[config.mk]
export PLATFORM = sky130hd
export DESIGN_NAME = reg_file_sb_flat
export DESIGN_NICKNAME = d
export VERILOG_FILES = /design/src/rtl/reg_file_sb_if.sv /design/src/rtl/reg_file_sb.sv /design/src/flat_wrapper.sv
export SDC_FILE = /design/constraint.sdc
export NUM_CORES = 1
export LEC_CHECK = 0
export ABC_AREA = 1
export CORE_MARGIN = 5
export CORE_UTILIZATION = 50
export DETAILED_ROUTE_END_ITERATION = 10
export PLACE_DENSITY = 0.77
export SLEW_MARGIN = 20
export SYNTH_ARGS = -nofsm -noshare
export SYNTH_HDL_FRONTEND = slang
export SYNTH_SLANG_ARGS = --single-unit
export TNS_END_PERCENT = 1
[constraint.sdc]
create_clock -name clk_50MHz -period 6.3 [get_ports clk_50MHz]
set_input_delay 0.63 -clock clk_50MHz [delete_from_list [all_inputs] [get_ports clk_50MHz]]
set_output_delay 0.63 -clock clk_50MHz [all_outputs]
set_load 0.02 [all_outputs]
[src/rtl/reg_file_sb_if.sv]
// Operand/write-back/special-register bundle between decode,
// write-back and the register file with scoreboard.
interface reg_file_sb_if #(
    parameter int DATA_W  = 16,
    parameter int ADDR_W  = 3,
    parameter int NUM_RD  = 2,
    parameter int NUM_SPC = 4,
    parameter int SPC_W   = 2
);
    localparam int NREGS = 1 << ADDR_W;

    logic [NUM_RD*ADDR_W-1:0]  rd_addr;
    logic [NUM_RD*DATA_W-1:0]  rd_data;
    logic [NUM_RD-1:0]         rd_busy;
    logic                      issue_en;
    logic [ADDR_W-1:0]         issue_dst;
    logic                      issue_ok;
    logic                      wb_en;
    logic [ADDR_W-1:0]         wb_addr;
    logic [DATA_W-1:0]         wb_data;
    logic                      spc_we;
    logic [SPC_W-1:0]          spc_sel;
    logic [DATA_W-1:0]         spc_wdata;
    logic [NUM_SPC*DATA_W-1:0] spc_data;
    logic                      flush;
    logic [NREGS-1:0]          busy_vec;

    modport master (
        output rd_addr, issue_en, issue_dst,
        output wb_en, wb_addr, wb_data,
        output spc_we, spc_sel, spc_wdata, flush,
        input  rd_data, rd_busy, issue_ok,
        input  spc_data, busy_vec
    );

    modport slave (
        input  rd_addr, issue_en, issue_dst,
        input  wb_en, wb_addr, wb_data,
        input  spc_we, spc_sel, spc_wdata, flush,
        output rd_data, rd_busy, issue_ok,
        output spc_data, busy_vec
    );
endinterface

[src/rtl/reg_file_sb.sv]
// GPR file with bypassed read ports, busy scoreboard for RAW/WAW
// detection and a small bypassed special-register bank.
module reg_file_sb #(
    parameter int DATA_W  = 16,
    parameter int ADDR_W  = 3,
    parameter int NUM_RD  = 2,
    parameter int NUM_SPC = 4,
    parameter int SPC_W   = 2
) (
    input logic          clk_50MHz,
    input logic          rst,
    reg_file_sb_if.slave bus
);
    localparam int NREGS = 1 << ADDR_W;

    logic [DATA_W-1:0] regs [NREGS];
    logic [DATA_W-1:0] spc  [NUM_SPC];
    logic [NREGS-1:0]  busy;
    logic [NREGS-1:0]  busy_nxt;

    logic wb_live;
    logic spc_live;
    logic spc_valid;
    logic issue_hit;
    logic issue_ok;

    // Bypasses are masked in reset so outputs reflect only the zeroed state.
    assign wb_live   = bus.wb_en && !rst;
    assign spc_valid = (32'(bus.spc_sel) < NUM_SPC);
    assign spc_live  = bus.spc_we && spc_valid && !rst;

    assign issue_hit = wb_live && (bus.wb_addr == bus.issue_dst);
    assign issue_ok  = !busy[bus.issue_dst] || issue_hit;

    assign bus.issue_ok = issue_ok;
    assign bus.busy_vec = busy;

    always_comb begin
        busy_nxt = busy;
        if (bus.wb_en)
            busy_nxt[bus.wb_addr] = 1'b0;
        if (bus.issue_en && issue_ok)
            busy_nxt[bus.issue_dst] = 1'b1;
        if (bus.flush)
            busy_nxt = '0;
    end

    always_ff @(posedge clk_50MHz or posedge rst) begin
        if (rst) begin
            for (int r = 0; r < NREGS; r++)
                regs[r] <= '0;
            for (int s = 0; s < NUM_SPC; s++)
                spc[s] <= '0;
            busy <= '0;
        end else begin
            if (bus.wb_en)
                regs[bus.wb_addr] <= bus.wb_data;
            for (int s = 0; s < NUM_SPC; s++)
                if (bus.spc_we && 32'(bus.spc_sel) == s)
                    spc[s] <= bus.spc_wdata;
            busy <= busy_nxt;
        end
    end

    for (genvar i = 0; i < NUM_RD; i++) begin : g_rd
        logic [ADDR_W-1:0] addr;
        logic              hit;

        assign addr = bus.rd_addr[i*ADDR_W +: ADDR_W];
        assign hit  = wb_live && (bus.wb_addr == addr);

        assign bus.rd_data[i*DATA_W +: DATA_W] =
            hit ? bus.wb_data : regs[addr];
        assign bus.rd_busy[i] = hit ? 1'b0 : busy[addr];
    end

    for (genvar k = 0; k < NUM_SPC; k++) begin : g_spc
        logic hit;

        assign hit = spc_live && (32'(bus.spc_sel) == k);
        assign bus.spc_data[k*DATA_W +: DATA_W] =
            hit ? bus.spc_wdata : spc[k];
    end
endmodule

[src/flat_wrapper.sv]
// flat-port wrapper written by rule: the top's interface ports become plain ports
module reg_file_sb_flat 
#(
    parameter int DATA_W  = 16,
    parameter int ADDR_W  = 3,
    parameter int NUM_RD  = 2,
    parameter int NUM_SPC = 4,
    parameter int SPC_W   = 2
)
  (clk_50MHz, rst, bus_rd_addr, bus_issue_en, bus_issue_dst, bus_wb_en, bus_wb_addr, bus_wb_data, bus_spc_we, bus_spc_sel, bus_spc_wdata, bus_flush, bus_rd_data, bus_rd_busy, bus_issue_ok, bus_spc_data, bus_busy_vec);
  reg_file_sb_if #(.DATA_W(DATA_W), .ADDR_W(ADDR_W), .NUM_RD(NUM_RD), .NUM_SPC(NUM_SPC), .SPC_W(SPC_W)) bus_i ();
  input logic clk_50MHz;
  input logic rst;
  input wire logic [$bits(bus_i.rd_addr)-1:0] bus_rd_addr;
  input wire logic [$bits(bus_i.issue_en)-1:0] bus_issue_en;
  input wire logic [$bits(bus_i.issue_dst)-1:0] bus_issue_dst;
  input wire logic [$bits(bus_i.wb_en)-1:0] bus_wb_en;
  input wire logic [$bits(bus_i.wb_addr)-1:0] bus_wb_addr;
  input wire logic [$bits(bus_i.wb_data)-1:0] bus_wb_data;
  input wire logic [$bits(bus_i.spc_we)-1:0] bus_spc_we;
  input wire logic [$bits(bus_i.spc_sel)-1:0] bus_spc_sel;
  input wire logic [$bits(bus_i.spc_wdata)-1:0] bus_spc_wdata;
  input wire logic [$bits(bus_i.flush)-1:0] bus_flush;
  output wire logic [$bits(bus_i.rd_data)-1:0] bus_rd_data;
  output wire logic [$bits(bus_i.rd_busy)-1:0] bus_rd_busy;
  output wire logic [$bits(bus_i.issue_ok)-1:0] bus_issue_ok;
  output wire logic [$bits(bus_i.spc_data)-1:0] bus_spc_data;
  output wire logic [$bits(bus_i.busy_vec)-1:0] bus_busy_vec;
  assign bus_i.rd_addr = bus_rd_addr;
  assign bus_i.issue_en = bus_issue_en;
  assign bus_i.issue_dst = bus_issue_dst;
  assign bus_i.wb_en = bus_wb_en;
  assign bus_i.wb_addr = bus_wb_addr;
  assign bus_i.wb_data = bus_wb_data;
  assign bus_i.spc_we = bus_spc_we;
  assign bus_i.spc_sel = bus_spc_sel;
  assign bus_i.spc_wdata = bus_spc_wdata;
  assign bus_i.flush = bus_flush;
  assign bus_rd_data = bus_i.rd_data;
  assign bus_rd_busy = bus_i.rd_busy;
  assign bus_issue_ok = bus_i.issue_ok;
  assign bus_spc_data = bus_i.spc_data;
  assign bus_busy_vec = bus_i.busy_vec;
  reg_file_sb #(.DATA_W(DATA_W), .ADDR_W(ADDR_W), .NUM_RD(NUM_RD), .NUM_SPC(NUM_SPC), .SPC_W(SPC_W)) u_core (.clk_50MHz(clk_50MHz), .rst(rst), .bus(bus_i));
endmodule
# Word level (Yosys, flattened, before mapping)
# Cells that the tools add are included.
dict set report classes {
  n_lt_le_gt_ge 10
  n_eq_ne 6
  n_mux 30
  n_bitwise 6
  n_reduce_logical 21
}
# cell count
set op_table {}
lappend op_table {{16-bit two-way mux} 11}
lappend op_table {{128-bit bitwise mux} 1}
lappend op_table {{16-bit binary-select mux with 3-bit select} 2}
lappend op_table {{16-bit demux with 3-bit select} 1}
lappend op_table {{8-bit two-way mux} 3}
lappend op_table {{1-bit logical AND} 17}
lappend op_table {{3-bit by 4-bit < comparator with 1-bit output (second input constant)} 4}
lappend op_table {{4-bit >= comparator (second input constant)} 3}
lappend op_table {{3-bit NOT with 4-bit output} 3}
lappend op_table {{1-bit binary-select mux with 3-bit select} 3}
lappend op_table {{3-bit equality test} 3}
lappend op_table {{8-bit bitwise AND} 1}
lappend op_table {{8-bit NOT} 1}
lappend op_table {{8-bit bitwise OR} 1}
lappend op_table {{1-bit two-way mux} 7}
lappend op_table {{1-bit demux with 3-bit select} 2}
lappend op_table {{3-bit by 1-bit >= comparator with 1-bit output (second input constant)} 2}
lappend op_table {{2-bit equality test (second input constant)} 2}
lappend op_table {{4-bit by 1-bit < comparator with 1-bit output (second input constant)} 1}
lappend op_table {{2-bit by 1-bit equality test with 1-bit output (second input constant)} 1}
lappend op_table {{1-bit logical NOT} 2}
lappend op_table {{2-bit logical NOT} 1}
lappend op_table {{1-bit logical OR} 1}
dict set report totals {
  reg_bits 200
  in_bits 52
  out_inout_bits 107
  word_cells 86
}

# Logic depth before layout (Yosys ltp)
# Gate-level depths: netlist of run 1.
dict set report logic_depth {
  word_depth 10
  ltp_mapped 11
  mapped_depth_nobuf 10
}

# Worst setup path after synthesis of run 1
# Ideal clock, no wire load.
dict set report synth_path {
  path_type {input to output}
  from {input rst}
  to {output bus_spc_data[16]}
  arrival_ps 6477
  required_time_ps 5670
  setup_slack_ps -807
  cell_stages 4
  n_path_buf 1
  cell_sequence {inv_1 > nand4_1 > clkbuf_1 > o21ai_0}
}
dict set report synth_between {
  elab_chain_len 4
}
# item line
set synth_rtl {}
lappend synth_rtl {{from (decl)} flat_wrapper.sv:13} ;# input logic rst;
lappend synth_rtl {{1-bit logical NOT} reg_file_sb.sv:30} ;# assign spc_live = bus.spc_we && spc_valid && !rst;
lappend synth_rtl {{1-bit logical AND} reg_file_sb.sv:30}
lappend synth_rtl {{1-bit logical AND} reg_file_sb.sv:80} ;# assign hit = spc_live && (32'(bus.spc_sel) == k);
lappend synth_rtl {{16-bit two-way mux} reg_file_sb.sv:82} ;# hit ? bus.spc_wdata : spc[k];
lappend synth_rtl {{to (decl)} flat_wrapper.sv:27} ;# output wire logic [$bits(bus_i.spc_data)-1:0] bus_spc_data;
# Every way passes these cells.

# Worst setup path in the final report of run 1
dict set report layout_path {
  from {input bus_rd_addr[2]}
  to {output bus_rd_data[1]}
}
dict set report layout_between {
  elab_chain_len 5
  word_cells_on_any_way 7
  cone_classes {1 x eq/ne; 4 x mux; 1 x bitwise; 1 x reduce/logical}
}
# item line
set layout_rtl {}
lappend layout_rtl {{from (decl)} flat_wrapper.sv:14} ;# input wire logic [$bits(bus_i.rd_addr)-1:0] bus_rd_addr;
lappend layout_rtl {{3-bit NOT with 4-bit output (implied by the code)} reg_file_sb.sv:73} ;# hit ? bus.wb_data : regs[addr];
lappend layout_rtl {{16-bit binary-select mux with 3-bit select} reg_file_sb.sv:73}
lappend layout_rtl {{16-bit two-way mux (implied by the code) (2 in a row)} reg_file_sb.sv:73}
lappend layout_rtl {{16-bit two-way mux (*)} reg_file_sb.sv:73}
lappend layout_rtl {{to (decl)} flat_wrapper.sv:24} ;# output wire logic [$bits(bus_i.rd_data)-1:0] bus_rd_data;
# Every way passes the cells marked *; elsewhere a longest branch is shown, timed or not. The select of a mux whose other input is x is not followed.

==> results of run 1 <==
-- registers in the layout, indices dropped and copies added (netlist names) --
register / count
u_core.regs: 128
u_core.spc: 64
u_core.bus.busy_vec: 8
-- report_power, final --
| group | total [uW] | leakage, uW | switching [uW] | internal [uW] |
|---|---|---|---|---|
| clock network | 1150 | 0.000298 | 505 | 648 |
| registers | 1650 | 0.00251 | 139 | 1510 |
| logic | 1020 | 0.00299 | 599 | 417 |
-- cell usage after synthesis, drive strengths merged --
cell,count,area [um2]
o21ai,389,1950
nand2,350,1330
dfrtp,200,5000
inv,112,423
a21oi,79,395
nand3,77,390
buf,62,404
o211ai,62,470
clkbuf,47,178
nor2,43,164
nor3,8,50.1
o22ai,5,31.3
a211oi,2,15.0
nand4,2,12.5
o221ai,2,17.5
xnor2,2,17.5
-- final timing paths --
path	start	endpoint	slack, ns	depth (start not counted)
min in group asynchronous	rst	u_core.spc[13]	0.58	2
min	u_core.regs[109]	u_core.regs[109]	0.49	2
max reg2reg	u_core.bus.busy_vec[7]	u_core.bus.busy_vec[6]	5.02	9
max	bus_rd_addr[2]	bus_rd_data[1]	2.08	6
max in group asynchronous	rst	u_core.regs[0]	4.17	4
min reg2reg	u_core.regs[109]	u_core.regs[109]	0.49	2
-- cell usage in the layout (no fill, tap or decap), types with 4 or more instances in the layout --
| cell type | netlist | layout |
|---|---|---|
| nand2_1 | 347 | 347 |
| o21ai_0 | 337 | 337 |
| dfrtp_1 | 200 | 200 |
| clkdlybuf4s50_1 | 0 | 154 |
| inv_1 | 109 | 108 |
| a21oi_1 | 79 | 79 |
| nand3_1 | 76 | 76 |
| o211ai_1 | 61 | 61 |
| o21ai_1 | 52 | 52 |
| nor2_1 | 42 | 41 |
| clkbuf_16 | 0 | 17 |
| buf_4 | 8 | 15 |
| nor3_1 | 6 | 6 |
| o22ai_1 | 5 | 5 |
| clkinvlp_4 | 0 | 4 |
-- area by class of cell --
cell class / count / area [um2] / area share, %
clock inverter: 14 / 188 / 1.45
tap: 275 / 344 / 2.66
multi-input combinational: 1021 / 4840 / 37.4
sequential: 200 / 5000 / 38.7
timing repair buffer: 174 / 1700 / 13.1
clock buffer: 18 / 439 / 3.39
inverter: 112 / 427 / 3.30
-- routing by layer --
layer	global-route usage [%]	wire length, um	share of wire (%)	vias to the layer above
met1	35.8	13500	41	5034
li1	-	-	-	5028
met4	11.1	1210	3.7	0
met2	42.2	15400	47	457
met5	0	0	0	-
met3	4.32	2510	7.7	77
-- logic make-up (layout without fill, tap and decap cells) --
group           Yosys count  after routing  synth area share (%)
xor+xnor                  2              2                 0.162
buf+inv                 221            318                  9.26
compound gates          539            539                  26.5
simple gates            480            480                  17.9
flops                   200            200                  46.1
-- through the flow --
step | total power, uW | utilization (%) | cell area (um2) | instances | worst slack [ns]
finish | 3810 | 61.0 | 12900 | 1814 | 2.08
global route | 4020 | 61.0 | 12900 | 1814 | 1.93
CTS | 3830 | 60.9 | 12900 | 1813 | 2.15
detailed placement | 2680 | 57.9 | 12300 | 1781 | 2.15
global placement | 2650 | 57.9 | 12300 | 1781 | 2.21
floorplan | 2270 | - | 10900 | 1442 | 0.967
-- worst max-delay path, stage by stage --
cell and delay [ns]:
clkdlybuf4s50_1 1.07, nand2_1 0.15, a21oi_1 0.19, nand2_2 0.43
o21ai_1 0.44, clkdlybuf4s50_1 0.68
==> flow_summary.ini, run 1 <==
[clocking]
cts_buffers = 17
post-cts-setup-buffer-count = 0
post_cts_resized = 0
path_clk_slew_ns = 0.07
cts_buffer_depth = 2
cts-root-buf = clkbuf_16
cts_hold_buf = 0
cts-htree-levels = 4
cts_tree = done
insertion_delay_ns = 0.43
cts.sinks = 200

[synthesis]
synth_cells = 1442
synth_cell_type_count = 29
ys_ff_latch = 200
syn-cell-area_um2 = 10800
yosysSeqAreaShare_pct = 46.1
yosysWarnings = 0
syn_nets = 1494
avgSynthCellArea_um2 = 7.52

[floorplanning]
initial_core_util_pct = 51.1
core_area_um2 = 21200
die_w_um = 157
rows = 53
dieHeight_um = 157
die-area_um2 = 24700
num_io_pins = 159

[routing]
postRouteAntennaNets = 0
first_pass_iters = 6
drc_errors = 0
vias = 10600
drt_iter0_drc = 1139
wire_per_inst_um = 18.0
routed_wl_mm = 32.6
routed_via_density = 5.84

[layout]
area_growth_syn_to_layout_pct = 19.3
drive_gt1_share_pct = 4.22
nFillCells = 1933
diodes = 0
final_nets = 1578

[pwr]
p_leak_uw = 0.00579
ir_worst_vdd_mv = 0.189
powerDensity_nw_per_um2 = 295

[timing]
max_freq_mhz = 237
finalCriticalPeriod_ns = 4.22
worstMarginPinSlew_ns = 1.05
hold_ws_ns = 0.486
hold_viol = 0
clock_skew_ns = 0.0151
slew_headroom_pct = 29.7
grt_setup_unrepaired = false
setup_viol = 0
layout_worst_path_cycle_share_pct = 67.0
slew_viol_final = 0
tns_ns = 0

[status]
status = finished, final reports clean

[flow_run]
maxCapViolCount = 0

[global_routing]
antenna_found_initial = 0
grt_pass1_vias = 9821
grt_usage_pct = 26.4
grt_start_max_net_pins = 84
grt_pass1_wl_mm = 51.9
grt.overflow.total = 0

[worst_setup_path]
worstPathRequired_ns = 5.67
crit_arrival_ns = 3.59
path_class = in2out
worst-path-max-fanout = 33
cp-end-kind = primary output
start_kind = input pin

[place]
portBuffers = 158
hpwl_mm = 21.1
gp_congestion = 0.900

[hold_path]
hold_class = reg2reg
Power figures use the tool's default switching activity.
==> run 2, diff against run 1 <==
==> constraint.sdc (replaced) <==
create_clock -name clk_50MHz -period 3.5 [get_ports clk_50MHz]
set_input_delay 0.35 -clock clk_50MHz [delete_from_list [all_inputs] [get_ports clk_50MHz]]
set_output_delay 0.35 -clock clk_50MHz [all_outputs]
set_load 0.02 [all_outputs]
==> flow_summary.ini, run 2 (synthesized netlist as in run 1, its figures left out) <==
[status]
status = finished, final reports clean

[floorplanning]
num_io_pins = 159
initial_core_util_pct = 51.1
core_area_um2 = 21200
dieHeight_um = 157
rows = 53
die_w_um = 157
die-area_um2 = 24700

[layout]
final_common_cell = nand2_1
largest_reg_flops = 128
nFillCells = 1941
largest-register = u_core.regs
fin_area_um2 = 13000
drive_gt1_share_pct = 5.04
final_cell_mix = 345 x nand2_1, 337 x o21ai_0, 200 x dfrtp_1, 154 x clkdlybuf4s50_1, 108 x inv_1
diodes = 0
final_nets = 1589
area_growth_syn_to_layout_pct = 19.9

[timing]
max_freq_mhz = 314
finalCriticalPeriod_ns = 3.18
clock_skew_ns = 0.00449
hold_viol = 0
layout_worst_path_cycle_share_pct = 91.0
grt_setup_unrepaired = false
worstMarginPinSlew_ns = 0.992
slew_viol_final = 0
setup_viol = 0
fin_ws_ns = 0.316
slew_headroom_pct = 33.7
hold_ws_ns = 0.339

[place]
placed_cell_area_um2 = 12400
hpwl_mm = 21.8
portBuffers = 158
preCtsSetupSlack_ns = 0.378
gp_congestion = 0.895

[clocking]
cts_buffers = 17
path_clk_slew_ns = 0.07
cts-htree-levels = 4
cts-root-buf = clkbuf_16
cts_buffer_depth = 2
cts_hold_buf = 0
post_cts_resized = 0
cts_tree = done
post-cts-setup-buffer-count = 0
cts.sinks = 200
insertion_delay_ns = 0.43

[worst_setup_path]
crit_slowest_cell = clkdlybuf4s50_1
crit_family = buffers and inverters
cp_cell_sequence = clkdlybuf4s50_1 -> inv_2 -> o22ai_1 -> a21oi_1 -> nand2_2 -> buf_4 -> o21ai_1 -> clkdlybuf4s50_1
start_kind = input pin
cp-end-kind = primary output
cp_slowest_stage_delay_ns = 0.64
critPathMostFrequentCell = clkdlybuf4s50_1
worstPathRequired_ns = 3.15
worst-path-buf-inv = 4
crit_arrival_ns = 2.83
path_class = in2out
worst-path-max-fanout = 28

[routing]
drt_iter0_drc = 1032
drc_errors = 0
routed_via_density = 5.81
first_pass_iters = 6
postRouteAntennaNets = 0
wire_per_inst_um = 18.1
vias = 10600
routed_wl_mm = 33.0

[flow_run]
maxCapViolCount = 0

[global_routing]
grt_pass1_wl_mm = 52.8
grt_pass1_vias = 9974
grt_start_max_net_pins = 118
grt_usage_pct = 26.8
grt.overflow.total = 0
antenna_found_initial = 0

[hold_path]
hold_class = in2async

[pwr]
powerDensity_nw_per_um2 = 523
ir_worst_vdd_mv = 0.393
p_leak_uw = 0.00583
run 2: changes by cell type in the layout (fill, tap and decap cells not counted), moves of 2 or more:
cell / previous run / this run
buf_4: 15 / 27
nand2_1: 347 / 345
buf_12: 0 / 2
buf_6: 3 / 0
clkinv_2: 0 / 2
nand2_2: 2 / 4
inv_8: 2 / 0
run 2: stage by stage:
| step | util (%) | total power [uW] | cells | TNS, ns |
|---|---|---|---|---|
| 2_1_floorplan | - | 4090 | 1442 | -76.99 |
| 3_3_place_gp | 58.5 | 4770 | 1793 | 0 |
| 3_5_place_dp | 58.5 | 4830 | 1793 | 0 |
| 4_1_cts | 61.2 | 6810 | 1824 | 0 |
| 5_1_grt | 61.3 | 7160 | 1824 | 0 |
| 6_report | 61.3 | 6800 | 1824 | 0 |
run 2: area by class of cell:
cell class	count	area, um2	area share, %
Clock inverter	13	145	1.12
Multi-Input combinational cell	1021	4850	37.3
Sequential cell	200	5000	38.5
Tap cell	275	344	2.65
Timing Repair Buffer	185	1790	13.8
Clock buffer	18	439	3.38
Inverter	112	427	3.28
run 2: worst paths after layout:
check	startpoint	endpoint	slack (ns)	cells after the start
setup / recovery	bus_wb_addr[2]	bus_rd_data[21]	0.32	8
hold / removal	rst	u_core.spc[13]	0.34	2
setup reg to reg	u_core.bus.busy_vec[5]	u_core.bus.busy_vec[2]	2.23	9
hold reg to reg	u_core.regs[40]	u_core.regs[40]	0.49	2
max in group asynchronous	rst	u_core.spc[41]	1.56	4
min in group clk_50MHz	u_core.regs[40]	u_core.regs[40]	0.49	2
run 2: worst register-to-register path, cell delays in order (launching register included):
cell and delay (ns):
dfrtp_1 0.44, nand2_1 0.09, nand2_1 0.06, nand2_1 0.06, nand2_1 0.05, nand2_1 0.06
nand2_1 0.10, nand2_4 0.12, nand3_1 0.08, a21oi_1 0.15
run 2: layer usage:
layer  global-route usage (%)  wire, um
met5                        0         0
met4                     9.87       868
met3                     4.34      2460
met2                     43.2     15800
met1                     36.9     13900
run 2: power by group:
group / switching [uW] / internal, uW / total, uW
combinational: 1080 / 762 / 1840
sequential: 253 / 2710 / 2970
clock: 911 / 1080 / 1990
total: 2250 / 4550 / 6800
==> run 3, diff against run 2 <==
--- a/config.mk
+++ b/config.mk
@@ -7,9 +7,10 @@
 export LEC_CHECK = 0
 export ABC_AREA = 1
 export CORE_MARGIN = 5
-export CORE_UTILIZATION = 50
+export CORE_UTILIZATION = 45
 export DETAILED_ROUTE_END_ITERATION = 10
-export PLACE_DENSITY = 0.77
+export GPL_TIMING_DRIVEN = 0
+export PLACE_DENSITY = 0.81
 export SLEW_MARGIN = 20
 export SYNTH_ARGS = -nofsm -noshare
 export SYNTH_HDL_FRONTEND = slang
==> flow_summary.ini, run 3 (synthesized netlist as in run 1, its figures left out) <==
[global_routing]
grt.overflow.total = 0
grt_pass1_wl_mm = 64.7
antenna_found_initial = 1
grt_start_max_net_pins = 37
grt_usage_pct = 31.0
grt_pass1_vias = 11400

[routing]
vias = 11700
first_pass_iters = 7
wire_per_inst_um = 21.6
postRouteAntennaNets = 0
drt_iter0_drc = 1776
routed_wl_mm = 42.2
drc_errors = 0
routed_via_density = 6.02

[floorplanning]
num_io_pins = 159
die-area_um2 = 27300
die_w_um = 165
core_area_um2 = 23600
initial_core_util_pct = 45.9
dieHeight_um = 165
rows = 56

[clocking]
cts_buffers = 17
cts_tree = done
cts-htree-levels = 4
cts_buffer_depth = 2
path_clk_slew_ns = 0.08
cts.sinks = 200
cts_hold_buf = 0
insertion_delay_ns = 0.44
cts-root-buf = clkbuf_16

[worst_setup_path]
cp-startpoint = rst
endpoint = bus_spc_data[21]
rr_worst_depth = 9
cp-end-kind = primary output
worst-path-max-fanout = 36
path_class = in2out
rr_startpoint = u_core.bus.busy_vec[6]
worstPathRequired_ns = 3.15
reg2reg_setup_slack_ns = 2.17
crit_arrival_ns = 3.01
start_kind = input pin
r2r_end = u_core.bus.busy_vec[6]

[timing]
grt_setup_unrepaired = true
slew_viol_final = 0
worstMarginPinSlew_ns = 0.776
slew_headroom_pct = 48.3
finalCriticalPeriod_ns = 3.36
tns_ns = 0
hold_viol = 0
clock_skew_ns = 0.00352
setup_viol = 0
max_freq_mhz = 297
layout_worst_path_cycle_share_pct = 96.1

[layout]
nFillCells = 2225
diodes = 0
drive_gt1_share_pct = 7.42
fin_area_um2 = 13400
area_growth_syn_to_layout_pct = 23.7
final_util_pct = 56.8
largest_reg_flops = 128
largest-register = u_core.regs
multi_input_area_um2 = 4840
final_common_cell = nand2_1
final_cell_mix = 347 x nand2_1, 336 x o21ai_0, 200 x dfrtp_1, 108 x inv_1, 87 x clkdlybuf4s50_1
final_nets = 1671
ff_latch_area_um2 = 5000

[place]
gp_congestion = 1.01
hpwl_mm = 30.9
placed_cell_area_um2 = 12900
portBuffers = 151

[status]
status = finished, final reports clean

[hold_path]
hold_class = in2reg
worstHoldStart = bus_flush

[pwr]
p_leak_uw = 0.00628
ir_worst_vdd_mv = 0.316
powerDensity_nw_per_um2 = 512

[flow_run]
maxCapViolCount = 0
==> run 3: repair_timing <==
action	in CTS	in global routing
endpoints found under the setup margin	64	40
pin swaps	0	0
setup buffers	1	0
gates cloned	0	0
gates resized for setup	63	25
==> run 3: critical path: stages <==
cell and delay [ns]:
clkdlybuf4s50_1 0.48, clkinvlp_4 0.13, buf_12 0.19, buf_12 0.23, buf_16 0.24, buf_16 0.23
nand4_1 0.21, buf_1 0.26, o21ai_0 0.26, dlygate4sd2_1 0.39
==> run 3: worst min-delay path by stage <==
stage          cells after the start                      to
3_5_place_dp                       2        u_core.regs[104]
4_1_cts                            2  u_core.bus.busy_vec[7]
6_report                           2  u_core.bus.busy_vec[7]
2_1_floorplan                      2        u_core.regs[100]
3_3_place_gp                       2          u_core.spc[30]
5_1_grt                            2  u_core.bus.busy_vec[7]
==> run 3: layout make-up <==
class	instances	area share, %
Clock buffer	18	3.27
Timing Repair Buffer	158	11.8
Buffer	109	4.38
Sequential cell	200	37.3
Multi-Input combinational cell	1021	36.0
Clock inverter	13	1.10
Tap cell	319	2.97
Inverter	112	3.18
==> run 3: through the flow <==
stage | instances | hold WS, ns | power [uW] | setup slack [ns]
after floorplan | 1442 | 0.453 | 4090 | -1.27
after global placement | 1912 | 0.466 | 4900 | -3.96
after detailed placement | 1918 | 0.473 | 4970 | -0.618
after CTS | 1950 | 0.275 | 6850 | 0.000451
after global routing | 1950 | 0.292 | 7220 | -0.0958
final | 1950 | 0.284 | 6870 | 0.136
==> run 3: report_power, final <==
| group | switching [uW] | internal (uW) |
|---|---|---|
| clock | 1010 | 974 |
| sequential | 274 | 2710 |
| combinational | 1200 | 709 |
| total | 2480 | 4390 |
==> run 3: metal layers <==
layer | global-route usage [%] | vias to the layer above | share of wire (%)
li1 | - | 5211 | -
met1 | 42.2 | 5503 | 39
met2 | 47.5 | 865 | 45
met3 | 7.02 | 164 | 12
met4 | 14.1 | 2 | 4.6
met5 | 0 | - | 0.059
